## config.mk

```make
export PLATFORM = sky130hd
export DESIGN_NAME = pulse_peak_detector
export DESIGN_NICKNAME = d
export VERILOG_FILES = /design/src/rtl/pulse_peak_detector.sv
export SDC_FILE = /design/constraint.sdc
export NUM_CORES = 1
export LEC_CHECK = 0
export CAP_MARGIN = 20
export CORE_AREA = 2 2 131 133
export CTS_CLUSTER_SIZE = 12
export DETAILED_ROUTE_END_ITERATION = 10
export DIE_AREA = 0 0 133 135
export PLACE_DENSITY = 0.76
export SLEW_MARGIN = 0
export SYNTH_ARGS = -nofsm -noshare
export SYNTH_HDL_FRONTEND = slang
export SYNTH_SLANG_ARGS = --single-unit
export TNS_END_PERCENT = 30
```

## constraint.sdc

```tcl
create_clock -name clk -period 2.8 [get_ports clk]
set_input_delay 0.28 -clock clk [delete_from_list [all_inputs] [get_ports clk]]
set_output_delay 0.28 -clock clk [all_outputs]
set_load 0.02 [all_outputs]
```

## src/rtl/pulse_peak_detector.sv

```systemverilog
`default_nettype none
// ============================================================================
// Module      : pulse_peak_detector (with package package_settings)
// Description : Threshold pulse detector that reports the peak amplitude,
//               the time of the first peak and the pulse width, with holdoff.
// Revision    : 1.0 - initial release
// ============================================================================

package package_settings;
  localparam int SIZE_FILTER_DATA = 16;
endpackage

module pulse_peak_detector #(
  parameter int MIN_WIDTH = 3,
  parameter int HOLDOFF   = 8
) (
  input  logic                                               clk,
  input  logic                                               reset,
  input  logic signed [package_settings::SIZE_FILTER_DATA-1:0] filter_data,
  input  logic signed [package_settings::SIZE_FILTER_DATA-1:0] threshold,
  input  logic                                               peak_ready,
  output logic                                               peak_valid,
  output logic signed [package_settings::SIZE_FILTER_DATA-1:0] peak_amplitude,
  output logic        [31:0]                                 peak_time,
  output logic        [15:0]                                 peak_width,
  output logic        [15:0]                                 drop_count,
  output logic                                               busy
);

  localparam int          c_SFD        = package_settings::SIZE_FILTER_DATA;
  localparam logic [15:0] c_MIN_WIDTH  = 16'(MIN_WIDTH);
  localparam logic [15:0] c_HOLD_LAST  = 16'(HOLDOFF - 1);
  localparam logic [15:0] c_SAT16      = 16'hFFFF;

  typedef enum logic [1:0] {
    ST_IDLE    = 2'd0,
    ST_ARMED   = 2'd1,
    ST_HOLDOFF = 2'd2
  } state_t;

  state_t                  r_state;
  state_t                  w_state_next;
  logic        [31:0]      r_ts;
  logic signed [c_SFD-1:0] r_max;
  logic        [31:0]      r_max_time;
  logic        [15:0]      r_width;
  logic        [15:0]      r_hold_cnt;
  logic                    w_over;
  logic                    w_emit;
  logic                    w_load;

  assign w_over = filter_data > threshold;
  assign busy   = (r_state != ST_IDLE);
  // A new record may replace the current one only if it is absent or being consumed now.
  assign w_load = w_emit && (!peak_valid || peak_ready);

  always_ff @(posedge clk) begin
    if (reset) begin
      r_state <= ST_IDLE;
    end else begin
      r_state <= w_state_next;
    end
  end

  always_comb begin
    w_state_next = r_state;
    w_emit       = 1'b0;
    case (r_state)
      ST_IDLE: begin
        if (w_over) begin
          w_state_next = ST_ARMED;
        end
      end
      ST_ARMED: begin
        if (!w_over) begin
          if (r_width >= c_MIN_WIDTH) begin
            w_emit       = 1'b1;
            w_state_next = ST_HOLDOFF;
          end else begin
            w_state_next = ST_IDLE;
          end
        end
      end
      ST_HOLDOFF: begin
        if (r_hold_cnt == c_HOLD_LAST) begin
          w_state_next = ST_IDLE;
        end
      end
      default: begin
        w_state_next = ST_IDLE;
      end
    endcase
  end

  always_ff @(posedge clk) begin
    if (reset) begin
      r_ts           <= '0;
      r_max          <= '0;
      r_max_time     <= '0;
      r_width        <= '0;
      r_hold_cnt     <= '0;
      peak_valid     <= 1'b0;
      peak_amplitude <= '0;
      peak_time      <= '0;
      peak_width     <= '0;
      drop_count     <= '0;
    end else begin
      r_ts <= r_ts + 32'd1;

      case (r_state)
        ST_IDLE: begin
          r_hold_cnt <= '0;
          if (w_over) begin
            r_max      <= filter_data;
            r_max_time <= r_ts;
            r_width    <= 16'd1;
          end
        end
        ST_ARMED: begin
          r_hold_cnt <= '0;
          if (w_over) begin
            if (r_width != c_SAT16) begin
              r_width <= r_width + 16'd1;
            end
            // Strict compare keeps the earliest sample of a tied maximum.
            if (filter_data > r_max) begin
              r_max      <= filter_data;
              r_max_time <= r_ts;
            end
          end
        end
        ST_HOLDOFF: begin
          if (r_hold_cnt == c_HOLD_LAST) begin
            r_hold_cnt <= '0;
          end else begin
            r_hold_cnt <= r_hold_cnt + 16'd1;
          end
        end
        default: begin
          r_hold_cnt <= '0;
        end
      endcase

      if (w_load) begin
        peak_valid     <= 1'b1;
        peak_amplitude <= r_max;
        peak_time      <= r_max_time;
        peak_width     <= r_width;
      end else if (peak_ready) begin
        peak_valid <= 1'b0;
      end

      if (w_emit && !w_load && (drop_count != c_SAT16)) begin
        drop_count <= drop_count + 16'd1;
      end
    end
  end

endmodule

`default_nettype wire

```

==> impl_metrics.py <==
metrics = {
    "outcome": {
        "status": "finished, final reports clean",
    },
    "job": {
        "timing.max_cap.violations": 0,
    },
    "cts": {
        "root_buffer": "clkbuf_16",
        "cts.path.max_buffers": 2,
        "cts.sink_count": 195,
        "numCtsBuffers": 17,
        "cts.clk_slew.worst_paths_ns": 0.07,
        "cts_tree": "done",
        "htree_levels": 4,
        "clock_latency_ns": 0.43,
    },
    "worst_setup_path": {
        "reg2reg_setup_slack_ns": 0.12,
        "r2r-end": "r_max_time[19]",
        "critical_path.endpoint_type": "register",
        "crit_type": "input pin to register",
        "required_ns": 3.16,
        "path_max_fanout": 8,
        "worstPathArrival_ns": 3.11,
        "crit-reg2reg-launch": "r_max[15]",
        "reg2reg_depth": 11,
        "startpoint_type": "input pin",
    },
    "synth": {
        "synth_fp_nets": 1120,
        "synthesis.area_mm2": 0.00896,
        "yosysTopAreaCellShare": 0.436,
        "yosys.area.top_type": "dfxtp_1",
        "synth_most_common_cell": "dfxtp_1",
        "synth_edf_count": 0,
        "async_flop_share": 0,
        "syn_area_per_cell_um2": 8.54,
        "synthTopCellsByArea": "dfxtp_1 44%, nand2_1 7.9%, mux2i_1 6.1%",
        "yosys_warnings": 0,
        "ys_seq_area_frac": 0.436,
        "ys_dominant_reg_cell": "dfxtp_1",
        "ys_ff_latch": 195,
        "syn_inst": 1049,
        "synth_cell_types": 58,
        "synth_commonest_cells": "195 x dfxtp_1, 188 x nand2_1, 94 x a21oi_1",
    },
    "floorplanning": {
        "num_io_pins": 117,
        "start_util": 0.546,
        "die_h_um": 135,
        "dieArea_mm2": 0.0180,
        "core-area_mm2": 0.0164,
        "num_rows": 47,
        "die_w_um": 133,
    },
    "finish": {
        "syn2layout_area_growth_pct": 27.6,
        "nets": 1265,
        "drive_above_1_share": 0.0978,
        "final_core_util": 0.697,
        "n_antenna_cell": 0,
    },
    "worst_hold_path": {
        "holdPathEnd": "peak_time[31]",
        "hp-class": "input pin to register",
        "hp-start": "reset",
        "hold_path_depth": 2,
    },
    "power_and_ir_drop": {
        "p_per_area_mw_per_mm2": 509,
        "clkPwrFrac": 0.386,
        "peakVddDrop_mv": 0.469,
        "pwr-share-seq": 0.491,
        "power.switching_w": 0.00145,
        "power_w": 0.00582,
        "combinationalPowerShare": 0.123,
        "p_leak_nw": 4.25,
        "switching_share": 0.250,
        "cellInternalPower_w": 0.00437,
    },
    "timing": {
        "whs_ns": 0.269,
        "fmax_mhz": 363,
        "period_minus_slack_ns": 2.75,
        "post-route-period-util": 0.983,
        "worst_pin_slew_ns": 0.828,
        "rsz0062_at_grt": "yes",
        "setup_viol": 0,
        "clock_skew_ns": 0.00818,
        "slew_headroom": 0.442,
        "finalHoldViolations": 0,
        "fin_setup_tns_ns": 0,
        "slew_viol_final": 0,
    },
    "global_routing": {
        "grt_usage": 0.232,
        "antenna_found_initial": 0,
        "grt_pass1_vias": 7209,
        "grt.overflow.total": 0,
        "grt_max_degree": 88,
        "grt_first_pass_wirelength_um": 34000,
    },
    "place": {
        "dp_hpwl_um": 14200,
        "gp_congestion": 0.823,
        "io_buffers": 116,
    },
    "route": {
        "via_per_inst": 5.31,
        "wl_per_cell_um": 14.9,
        "ant_nets": 0,
        "drtIter0Drc": 419,
        "via_count": 7574,
        "drt-pass1-iter-count": 5,
        "drc": 0,
        "totalWireLength_um": 21300,
    },
}
through the flow:
step / area (µm²) / std cells / setup slack, ns
after CTS: 11200 / 1419 / 0.0555
after global routing: 11400 / 1426 / -0.0889
after global placement: 10700 / 1388 / -0.448
after floorplan: 8960 / 1049 / 0.262
after detailed placement: 10700 / 1388 / -0.456
final: 11400 / 1426 / 0.0478
flip-flops by register name (all words and copies together) (netlist names):
register	flops
peak_time	32
r_max_time	32
r_ts	32
drop_count	16
peak_amplitude	16
peak_width	16
r_hold_cnt	16
r_max	16
r_width	16
r_state	2
peak_valid	1
per-layer routing:
metal	vias up	global-route usage	part of all wire	routed length, µm
met5	-	0	0	0
met1	3535	0.295	0.45	9640
met4	0	0.0842	0.019	414
li1	3823	-	-	-
met2	183	0.394	0.48	10100
met3	33	0.0458	0.052	1120
worst max path at each step:
stage / start / endpoint / slack, ns
6_report: filter_data[11] / r_width[13] / 0.05
5_1_grt: threshold[13] / r_width[13] / -0.09
4_1_cts: threshold[13] / drop_count[13] / 0.06
3_5_place_dp: filter_data[13] / r_max_time[29] / -0.46
3_3_place_gp: filter_data[13] / r_max_time[11] / -0.45
2_1_floorplan: r_max[15] / r_max[10] / 0.26
power by group through the flow:
stage                     combinational [W]  sequential, W  clock [W]
after floorplan                    0.000422        0.00291          0
after global placement             0.000646        0.00292          0
after detailed placement           0.000662        0.00292          0
after CTS                          0.000665        0.00286    0.00230
after global routing               0.000776        0.00286    0.00238
final                              0.000715        0.00286    0.00225
kinds of logic (layout without fill, tap and decap cells):
| family | Yosys count | count (layout) | synth area share |
|---|---|---|---|
| AND/OR/NAND/NOR | 480 | 480 | 0.266 |
| flip-flops | 195 | 195 | 0.436 |
| AO/OA/AOI/OAI | 135 | 135 | 0.0880 |
| buffers and inverters | 94 | 251 | 0.0437 |
| multiplexers | 61 | 61 | 0.0690 |
| XOR/XNOR | 48 | 48 | 0.0469 |
| adder cells (fa/ha/maj) | 36 | 36 | 0.0503 |
layout by cell type, fill, tap and decap left out, drive strengths merged, types with 3 or more instances in the layout:
| cell type | n |
|---|---|
| buf | 59 |
| and4 | 10 |
| nor2b | 14 |
| ha | 36 |
| xnor2 | 27 |
| a211oi | 3 |
| nand4 | 18 |
| a21o | 6 |
| nand2b | 77 |
| nor4 | 15 |
| or2 | 3 |
| clkinv | 6 |
| o21ai | 9 |
| nand3 | 33 |
| nor2 | 66 |
| mux2i | 55 |
| and3 | 16 |
| clkinvlp | 5 |
| a21oi | 95 |
| mux2 | 6 |
| o211ai | 4 |
| inv | 41 |
| nand2 | 189 |
| and2 | 5 |
| dfxtp | 195 |
| nor3 | 16 |
| clkbuf | 25 |
| or4 | 6 |
| xor2 | 21 |
| or3 | 8 |
| a31oi | 3 |
| clkdlybuf4s50 | 115 |
layout make-up:
class,instances,area [µm²]
fill,1276,4970
multi-input combinational,760,4730
clock inverter,11,82.6
clock buffer,20,457
sequential,195,3910
tap,220,275
timing repair buffer,179,1830
inverter,41,154
timing repair:
action / CTS / global route
gates cloned: 0 / 5
setup buffers: 0 / 2
gates resized for setup: 2 / 8
pin swaps: 1 / 1
hold buffers: 0 / 0
endpoints found under the hold margin: 0 / 0
setup endpoints to repair: 12 / 55
critical path, cell delays in order:
cell and delay [ns]:
clkdlybuf4s50_1 0.52, ha_1 0.36, nand4_1 0.13, nor3_2 0.07, a21boi_1 0.15, buf_4 0.15
o41ai_2 0.76, nor4_2 0.12, or2_0 0.23, buf_4 0.17, a21oi_1 0.14
Power figures use the tool's default switching activity.
